==> config.mk <==
export PLATFORM = sky130hd
export DESIGN_NAME = restoring_div_ctrl
export DESIGN_NICKNAME = d
export VERILOG_FILES = /design/src/rtl/restoring_div_ctrl_pkg.sv /design/src/rtl/restoring_div_ctrl.sv
export SDC_FILE = /design/constraint.sdc
export NUM_CORES = 1
export LEC_CHECK = 0
export ABC_AREA = 1
export CELL_PAD_IN_SITES_DETAIL_PLACEMENT = 1
export CELL_PAD_IN_SITES_GLOBAL_PLACEMENT = 1
export CORE_AREA = 8 8 69 95
export CTS_CLUSTER_DIAMETER = 50
export DETAILED_ROUTE_END_ITERATION = 10
export DIE_AREA = 0 0 77 103
export PLACE_DENSITY_LB_ADDON = 0.1
export SETUP_SLACK_MARGIN = 0.05
export SLEW_MARGIN = 30
export SYNTH_ARGS = -nofsm -noshare
export SYNTH_HDL_FRONTEND = slang
export SYNTH_SLANG_ARGS = --single-unit
==> constraint.sdc <==
create_clock -name clk -period 1.4 [get_ports clk]
set_input_delay 0.21 -clock clk [delete_from_list [all_inputs] [get_ports clk]]
set_output_delay 0.21 -clock clk [all_outputs]
set_load 0.1 [all_outputs]
==> src/rtl/restoring_div_ctrl_pkg.sv <==
// Shared definitions for the restoring-division sequencer: state encoding and default width.
package restoring_div_ctrl_pkg;

  localparam int DIV_WIDTH = 4;

  typedef enum logic [1:0] {
    IDLE  = 2'd0,
    SHIFT = 2'd1,
    SUB   = 2'd2,
    DONE  = 2'd3
  } state_e;

endpackage

==> src/rtl/restoring_div_ctrl.sv <==
// Unsigned restoring-division sequencer driving an external shared add/sub unit.
// Handshake: start is sampled only in IDLE; done pulses one cycle when quotient/remainder are valid.
module restoring_div_ctrl
  import restoring_div_ctrl_pkg::*;
#(
  parameter int WIDTH = DIV_WIDTH
) (
  input  logic             clk,
  input  logic             rst,
  input  logic             start,
  input  logic [WIDTH-1:0] dividend,
  input  logic [WIDTH-1:0] divisor,
  output logic             busy,
  output logic             done,
  output logic [WIDTH-1:0] quotient,
  output logic [WIDTH-1:0] remainder,
  output logic             div_zero,
  output logic [WIDTH-1:0] as_a,
  output logic [WIDTH-1:0] as_b,
  output logic             as_op,
  input  logic [WIDTH-1:0] as_s,
  input  logic             as_c,
  output state_e           dbg_state
);

  localparam int CW = $clog2(WIDTH + 1);

  state_e           state_q, state_d;
  logic [WIDTH-1:0] r_q, r_d, q_q, q_d, d_q, d_d;
  logic [WIDTH-1:0] quo_q, quo_d, rem_q, rem_d;
  logic             msb_q, msb_d;
  logic             busy_q, busy_d, done_q, done_d, dz_q, dz_d;
  logic [CW-1:0]    cnt_q, cnt_d;

  logic             accept;
  logic [WIDTH-1:0] r_upd, q_upd;

  always_ff @(posedge clk or posedge rst) begin
    if (rst) begin
      state_q <= IDLE;
      r_q     <= '0;
      q_q     <= '0;
      d_q     <= '0;
      quo_q   <= '0;
      rem_q   <= '0;
      msb_q   <= 1'b0;
      busy_q  <= 1'b0;
      done_q  <= 1'b0;
      dz_q    <= 1'b0;
      cnt_q   <= '0;
    end else begin
      state_q <= state_d;
      r_q     <= r_d;
      q_q     <= q_d;
      d_q     <= d_d;
      quo_q   <= quo_d;
      rem_q   <= rem_d;
      msb_q   <= msb_d;
      busy_q  <= busy_d;
      done_q  <= done_d;
      dz_q    <= dz_d;
      cnt_q   <= cnt_d;
    end
  end

  // The add/sub bus is only driven in SUB so the shared unit sees no stray requests.
  always_comb begin
    as_a  = '0;
    as_b  = '0;
    as_op = 1'b0;
    if (state_q == SUB) begin
      as_a  = r_q;
      as_b  = d_q;
      as_op = 1'b1;
    end
  end

  // A set msb means the shifted remainder exceeds 2^WIDTH > D, so the subtraction must be kept.
  assign accept = msb_q | ~as_c;
  assign r_upd  = accept ? as_s : r_q;
  assign q_upd  = {q_q[WIDTH-1:1], accept};

  always_comb begin
    state_d = state_q;
    r_d     = r_q;
    q_d     = q_q;
    d_d     = d_q;
    quo_d   = quo_q;
    rem_d   = rem_q;
    msb_d   = msb_q;
    busy_d  = busy_q;
    done_d  = 1'b0;
    dz_d    = dz_q;
    cnt_d   = cnt_q;
    case (state_q)
      IDLE: begin
        if (start) begin
          if (divisor != '0) begin
            d_d     = divisor;
            q_d     = dividend;
            r_d     = '0;
            msb_d   = 1'b0;
            cnt_d   = '0;
            dz_d    = 1'b0;
            busy_d  = 1'b1;
            state_d = SHIFT;
          end else begin
            quo_d   = '1;
            rem_d   = dividend;
            dz_d    = 1'b1;
            done_d  = 1'b1;
            state_d = DONE;
          end
        end
      end
      SHIFT: begin
        {msb_d, r_d, q_d} = {r_q, q_q, 1'b0};
        state_d = SUB;
      end
      SUB: begin
        r_d   = r_upd;
        q_d   = q_upd;
        cnt_d = cnt_q + CW'(1);
        if (cnt_q == CW'(WIDTH - 1)) begin
          quo_d   = q_upd;
          rem_d   = r_upd;
          busy_d  = 1'b0;
          done_d  = 1'b1;
          state_d = DONE;
        end else begin
          state_d = SHIFT;
        end
      end
      DONE: state_d = IDLE;
      default: state_d = IDLE;
    endcase
  end

  assign busy      = busy_q;
  assign done      = done_q;
  assign quotient  = quo_q;
  assign remainder = rem_q;
  assign div_zero  = dz_q;
  assign dbg_state = state_q;

endmodule

# After elaboration in Yosys (flattened, before gate mapping)
# Cells that the tools add are included.
dict set report totals {
  elab_cells 73
  regBits 29
}
dict set report op_classes {
  n_bitwise 3
  n_eq_ne 8
  n_addsub 1
  reduce_logical 13
  n_mux 36
}
# op count
set op_table {}
lappend op_table {{2-to-1 mux 4 bit} 13}
lappend op_table {{case mux 4 bit (3 select lines)} 2}
lappend op_table {{case mux 4 bit (2 select lines)} 2}
lappend op_table {{AND reduction 3 bit} 4}
lappend op_table {{AND reduction 4 bit} 3}
lappend op_table {{2-to-1 mux 1 bit} 9}
lappend op_table {{case mux 2 bit (4 select lines)} 1}
lappend op_table {{2-to-1 mux 2 bit} 3}
lappend op_table {{2-to-1 mux 3 bit} 2}
lappend op_table {{inequality test 2 bit, second input constant} 3}
lappend op_table {{case mux 1 bit (2 select lines)} 3}
lappend op_table {{case mux 3 bit (2 select lines)} 1}
lappend op_table {{== test 2 bit, second input constant} 2}
lappend op_table {{nonzero test 2 bit} 2}
lappend op_table {{nonzero test 4 bit} 1}
lappend op_table {{adder 3 x 1 -> 3 bit, second input constant} 1}
lappend op_table {{== test 3 x 2 -> 1 bit, second input constant} 1}
lappend op_table {{nonzero test 3 bit} 1}
lappend op_table {{== test 2 x 1 -> 1 bit, second input constant} 1}
lappend op_table {{logical NOT 2 bit} 1}
lappend op_table {{inequality test 2 x 1 -> 1 bit, second input constant} 1}
lappend op_table {{inverter 1 bit} 2}
lappend op_table {{AND reduction 2 bit} 1}
lappend op_table {{bitwise OR 1 bit} 1}

# Logic depth before layout (Yosys ltp)
# Gate-level depths: netlist (run 1).
dict set report logic_depth {
  ltp_word 5
  ltp_mapped 9
  ltp_nobuf 9
}

# Worst setup path after synthesis (run 1)
# Ideal clock, no wire load.
dict set report synth_timing {
  path_kind {register -> output}
  start {reg state_q[1], in the netlist dbg_state[1]}
  end {out as_a[2]}
  path_slack_ps -1903
  n_path_buf 2
  t_required_ps 1190
  arrival_time_ps 3093
  stages_incl_launch_ff 6
  cell_sequence {dfrtp_1 ha_1 buf_2 buf_4 nand2_1 inv_1}
}
dict set report synth_between {
  elab_chain_len 2
}
# item line_no
set synth_lines {}
lappend synth_lines {{start: declaration} restoring_div_ctrl.sv:28} ;# state_e state_q, state_d;
lappend synth_lines {{start signal: assignment} restoring_div_ctrl.sv:52} ;# state_q <= state_d;
lappend synth_lines {{== test 2 bit} restoring_div_ctrl.sv:71} ;# if (state_q == SUB) begin
lappend synth_lines {{2-to-1 mux 4 bit} restoring_div_ctrl.sv:71}
lappend synth_lines {{end: declaration} restoring_div_ctrl.sv:18} ;# output logic [WIDTH-1:0] as_a,
# No other way between the ends.

# Final worst setup path (run 1)
dict set report layout_timing {
  start {reg state_q[1], in the netlist dbg_state[1]}
  end {reg rem_q[2], in the netlist remainder[2]}
}
dict set report layout_between {
  elab_chain_len 3
  word_cells_on_any_way 8
  cone_classes {eq/ne (4); mux (1); reduce/logical (3)}
}
# item line_no
set layout_lines {}
lappend layout_lines {{== test 2 bit or logical NOT 2 bit (tied branches)} restoring_div_ctrl.sv:95} ;# case (state_q)
lappend layout_lines {{inequality test 2 x 1 -> 1 bit (no line), or another cell as far along} --}
lappend layout_lines {{AND reduction 4 bit (no line)} --}
lappend layout_lines {{end signal: assignment} restoring_div_ctrl.sv:57} ;# rem_q <= rem_d;
lappend layout_lines {{end: declaration} restoring_div_ctrl.sv:30} ;# logic [WIDTH-1:0] quo_q, quo_d, rem_q, rem_d;
# Several ways; a longest one is shown, not always the timed one.
# A chain may end at the register's enable or synchronous reset.

==> results of run 1 <==
worst min-delay path: cells and delay by family:
family	cells	cell delay [ns]
buf+inv	3	0.69
Yosys cell counts, drive strengths merged:
master,n
nand3,34
nor2,10
o21ai,12
nand2,87
inv,23
ha,6
a21oi,1
dfrtp,29
nand4,4
buf,7
o211ai,1
power groups by stage:
stage	combinational [mW]	sequential, mW	clock, mW
finish	5.96	1.57	0.683
global placement	4.74	1.50	0
detailed placement	4.80	1.51	0
floorplan	1.94	2.48	0
global route	6.31	1.61	0.733
CTS	5.22	1.50	0.700
layout by cell type, fill, tap and decap left out:
master and n:
nand3_4 4, clkbuf_8 5, nor2_1 5, nand2_2 21, inv_1 8, inv_2 1
o21ai_1 6, ha_4 3, nor2_4 2, dfrtp_1 27, nand3_2 8, dfrtp_4 2
buf_12 25, nand3_1 22, a21oi_4 1, inv_6 3, nor2_2 3, clkinvlp_4 8
inv_4 3, o211ai_1 1, buf_8 1, buf_4 23, o21ai_2 6, buf_6 12
clkinv_2 2, clkbuf_16 1, clkbuf_1 1, nand2_4 13, clkdlybuf4s50_1 15, nand2_1 53
nand4_1 4, ha_1 3
per-layer routing:
| metal | up-vias | routed length, microns |
|---|---|---|
| met5 | - | 0 |
| met4 | 0 | 102 |
| met3 | 8 | 222 |
| met2 | 39 | 3560 |
| met1 | 868 | 2140 |
| li1 | 836 | - |
timing repair:
item                                    4_1_cts  5_1_grt
setup buffers                                 5        6
endpoints found under the setup margin       38       39
pin swaps                                     8       20
cloned                                        0        2
resized for setup                            30       65
flip-flops by register name, summed over array words and instances (netlist names):
| signal | count |
|---|---|
| d_q | 4 |
| q_q | 4 |
| quotient | 4 |
| r_q | 4 |
| remainder | 4 |
| cnt_q | 3 |
| dbg_state | 2 |
| busy | 1 |
| div_zero | 1 |
| done | 1 |
| msb_q | 1 |
path summary, 6_finish.rpt:
path | start | to | cells past startpoint
min in group clk | d_q[0] | d_q[0] | 2
max in group asynchronous | rst | dbg_state[1] | 3
worst min-delay path | rst | q_q[3] | 3
worst max-delay path | dbg_state[1] | remainder[2] | 10
worst max register to register | dbg_state[1] | remainder[2] | 10
worst min register to register | d_q[0] | d_q[0] | 2
cells by family after synthesis:
| family | after synthesis |
|---|---|
| adder cells (fa/ha/maj) | 6 |
| AND/OR/NAND/NOR | 135 |
| AO/OA/AOI/OAI | 14 |
| buffers and inverters | 30 |
| flip-flops | 29 |
area by class of cell:
type                            count  area (sq um)
Fill cell                         590          2040
Multi-Input combinational cell    155          1040
Timing Repair Buffer               77           998
Sequential cell                    29           733
Inverter                           23           139
Tap cell                           66          82.6
Clock buffer                        6          72.6
Clock inverter                      2          10.0
stage by stage:
stage                     total power, mW  cells  setup WS, ns  util [%]  setup TNS, ns
after detailed placement             6.31    339        -0.149      50.1          -3.04
after CTS                            7.42    352        -0.295      54.4          -5.77
after global placement               6.24    339        -0.101      50.1          -1.56
final                                8.21    358        -0.287      60.1          -6.63
after global routing                 8.66    358        -0.343      60.1          -8.71
after floorplan                      4.42    214        -0.624         -         -12.50
==> impl_metrics.json, run 1 <==
{
  "outcome": "finished with violations",
  "violations": "setup timing",
  "required_ns": 1.58,
  "maxSlewHeadroom_pct": 79.1,
  "worstPathCellList": "ha_4, buf_4, buf_8, inv_6, nand2_4, a21oi_4, nand2_4, clkbuf_16, nand2_2, nand2_1",
  "synth_fa_ha_area_share_pct": 4.65,
  "fin_crit_ns": 1.69,
  "numCtsBuffers": 5,
  "grt_use_met1_pct": 13.9,
  "use_met3_pct": 3.58,
  "synth_cell_types": 19,
  "die_h_microns": 103,
  "crit_path_end_kind": "flip-flop",
  "synth_top_family_by_area": "simple AND/OR/NAND/NOR gates",
  "gp_congestion": 0.846,
  "grt_pass1_wl_microns": 9050,
  "netlist.area_leader.share_pct": 45.0,
  "slew_viol_final": 0,
  "power.internal_mw": 3.95,
  "clockPowerShare_pct": 8.3,
  "finalHoldViolCount": 0,
  "rsz0062_at_grt": "true",
  "h-tree-depth": 2,
  "slowest_delay_ns": 0.50,
  "cellPowerDensity_mw_per_mm2": 2670,
  "worstSkewPairLatency_ns": 0.29,
  "synth-compound-area-share_pct": 5.66,
  "critPathMostFrequentCell": "nand2_4",
  "clk_pin_slew_worst_paths_ns": 0.07,
  "start_util_pct": 31.5,
  "period_share_pct": 121,
  "grt_pass1_vias": 1884,
  "drt_iter0_markers": 67,
  "grt_util_met2_pct": 28.0,
  "syn2layout_area_growth_pct": 90.8,
  "fmax_mhz": 593,
  "netlist_area_sq_mm": 0.00161,
  "drv_cap": 0,
  "antenna_left": 0,
  "grt_max_degree": 30,
  "crit_family": "flip-flops",
  "clockBufferDepth": 2,
  "cts_sinks": 29,
  "tritoncts": "done",
  "fp.dieArea_sq_mm": 0.00793,
  "swShare_pct": 51.9,
  "die_x_microns": 77,
  "hold-worst-slack_ns": 0.254,
  "wl_per_cell_microns": 16.8,
  "comb_power_share_pct": 72.6,
  "setup_viol": 36,
  "detailed_place_hpwl_microns": 3900,
  "worst-setup-path-type": "flip-flop to flip-flop",
  "rows": 31,
  "p_sw_mw": 4.27,
  "skew_ns": 0.0100,
  "io_buffer_count": 37,
  "p_leak_nw": 1.45,
  "yosys-top-cells-area": "dfrtp_1 45%, nand2_1 19%, nand3_1 11%",
  "synthCells": 214,
  "yosys.area_share.simple_pct": 36.2,
  "ctsRootBufferMaster": "clkbuf_8",
  "fin_area_sq_mm": 0.00308,
  "cp.arrival_ns": 1.87,
  "crit_buf_inv": 4,
  "yosysSeqAreaShare_pct": 45.0,
  "synth_mux_area_share_pct": 0,
  "grt-ovfl-total": 0,
  "ys_warn_count": 0,
  "routed_via_density": 4.89,
  "synthXorXnorAreaFrac_pct": 0,
  "cts_hold_buf": 0,
  "grtUsageTotal_pct": 14.2,
  "layout.nets": 313,
  "p_seq_share_pct": 19.1,
  "grt-busiest-layer": "met2",
  "antenna_cells": 0,
  "fin_ws_ns": -0.287,
  "io_pins": 38,
  "critPathSlowestCell": "dfrtp_4",
  "antenna_found_initial": 0,
  "tightest_slew_ns": 0.313,
  "reg2reg_slack_ns": -0.29,
  "placed_area_sq_mm": 0.00256,
  "drc_errors": 0,
  "dr_total_vias": 1751,
  "synth_nets": 236,
  "hp-class": "input port to asynchronous set/reset pin",
  "path_max_fanout": 6,
  "max-vdd-ir-drop_mv": 1.41,
  "synth-seq-cells": 29,
  "core-area_sq_mm": 0.00512,
  "drt-pass1-iter-count": 4,
  "avgSynthCellArea_sq_um": 7.54,
  "drive_above_1_share_pct": 50.3,
  "synth.largest_area_cell": "dfrtp_1",
  "finalWirelength_microns": 6020,
  "critical_path.startpoint_type": "flip-flop"
}
(Power assumes the default switching activity.)
==> run 2, diff against run 1 <==
CORE_AREA = 8 8 67 92   (was 8 8 69 95)
DIE_AREA = 0 0 75 100   (was 0 0 77 103)
clock period = 2.12 ns   (was 1.4 ns; I/O delays follow)
==> impl_metrics.json, run 2 (synthesis gave the netlist of run 1 again) <==
{
  "placed_area_sq_mm": 0.00218,
  "p_sw_mw": 2.25,
  "worst-setup-path-type": "flip-flop to primary output",
  "final_common_cell": "nand2_1",
  "finalNonFillerCells": 321,
  "skew_ns": 0.00920,
  "die_x_microns": 75,
  "place_ws_ns": 0.350,
  "rsz0062_at_grt": "false",
  "swShare_pct": 56.6,
  "drt-pass1-iter-count": 3,
  "worstPathCellList": "inv_4, ha_4, buf_4, nand2_2, clkinvlp_4, buf_12",
  "wl_per_cell_microns": 14.2,
  "drive_above_1_share_pct": 26.5,
  "p_leak_nw": 1.11,
  "crit_family": "buffers and inverters",
  "start_util_pct": 33.8,
  "drv_cap": 0,
  "fp.dieArea_sq_mm": 0.00750,
  "cp.arrival_ns": 1.65,
  "antenna_cells": 0,
  "crit_buf_inv": 4,
  "cts_sinks": 29,
  "grt_pass1_wl_microns": 7980,
  "setup_viol": 0,
  "routed_via_density": 4.74,
  "io_pins": 38,
  "power.internal_mw": 1.73,
  "p_seq_share_pct": 23.8,
  "slew_viol_final": 0,
  "required_ns": 1.80,
  "critPathSlowestCell": "dfrtp_4",
  "critical_path.startpoint_type": "flip-flop",
  "rows": 30,
  "numCtsBuffers": 5,
  "path_max_fanout": 12,
  "tightest_slew_ns": 0.386,
  "cts_hold_buf": 0,
  "dp.cells": 313,
  "max-vdd-ir-drop_mv": 0.811,
  "finalHoldViolCount": 0,
  "layout_common_cells": "74 x nand2_1, 34 x nand3_1, 27 x dfrtp_1",
  "fin_ws_ns": 0.148,
  "clk_pin_slew_worst_paths_ns": 0.07,
  "hp-class": "input port to asynchronous set/reset pin",
  "clockBufferDepth": 2,
  "period_share_pct": 93.0,
  "grt_max_degree": 30,
  "fmax_mhz": 507,
  "finalWirelength_microns": 4550,
  "detailed_place_hpwl_microns": 3550,
  "layout.nets": 278,
  "drc_errors": 0,
  "tritoncts": "done",
  "fin_crit_ns": 1.97,
  "grt_pass1_vias": 1615,
  "outcome": "completed",
  "core-area_sq_mm": 0.00477,
  "n_fill_cell": 598,
  "h-tree-depth": 2,
  "post-cts-setup-buffer-count": 0,
  "io_buffer_count": 37,
  "grtUsageTotal_pct": 13.8,
  "worstSkewPairLatency_ns": 0.29,
  "cellPowerDensity_mw_per_mm2": 1750,
  "grt-ovfl-total": 0,
  "antenna_left": 0,
  "dr_total_vias": 1522,
  "drt_iter0_markers": 71,
  "multi_input_area_sq_um": 783,
  "antenna_found_initial": 0,
  "crit_path_end_kind": "primary output",
  "gp_congestion": 0.756,
  "fin_area_sq_mm": 0.00227,
  "die_h_microns": 100,
  "maxSlewHeadroom_pct": 74.2,
  "comb_power_share_pct": 64.2,
  "cts_resized": 0,
  "hold-worst-slack_ns": 0.407,
  "slowest_delay_ns": 0.50,
  "ctsRootBufferMaster": "clkbuf_8",
  "syn2layout_area_growth_pct": 40.8,
  "seqCellArea_sq_um": 733,
  "clockPowerShare_pct": 12.0
}
run 2: layout make-up:
type                    count  area share, %
multi-input cells         155           34.5
repair buffers             42           20.5
inverters                  23           5.23
well taps                  64           3.53
flip-flops and latches     29           32.3
clock buffers               8           3.97
run 2: per-layer routing:
| layer | wire, microns | global-route usage [%] | up-vias |
|---|---|---|---|
| met5 | 0 | 0 | - |
| met4 | 71 | 5.00 | 0 |
| met3 | 200 | 3.59 | 5 |
| met2 | 2340 | 23.2 | 29 |
| met1 | 1940 | 16.0 | 727 |
| li1 | - | - | 761 |
run 2: path summary, 6_finish.rpt:
| kind | startpoint | endpoint | slack [ns] | cells past startpoint |
|---|---|---|---|---|
| min in group clk | busy | busy | 0.47 | 2 |
| min reg2reg | busy | busy | 0.47 | 2 |
| max in group asynchronous | rst | dbg_state[1] | 1.39 | 3 |
| max reg2reg | dbg_state[1] | r_q[1] | 0.37 | 8 |
| min | rst | dbg_state[0] | 0.41 | 3 |
| max | dbg_state[0] | as_a[2] | 0.15 | 6 |
run 2: metrics by stage:
step                TNS, ns  utilization, %  total power, mW
global placement          0            45.7             3.51
finish                    0            47.6             3.98
CTS                       0            47.6             4.04
detailed placement        0            45.7             3.55
floorplan           -0.0545               -             2.92
global route              0            47.6             4.28
run 2: power by group through the flow:
stage               registers, mW  clock network, mW  logic [mW]
floorplan                    1.64                  0        1.28
global placement            0.952                  0        2.56
detailed placement          0.959                  0        2.59
CTS                         0.951              0.495        2.60
global route                0.980              0.518        2.78
finish                      0.947              0.479        2.55
run 2: tightest hold or removal path, stage by stage:
cell	delay (ns)
clkdlybuf4s50_1	0.40
inv_1	0.05
buf_4	0.35
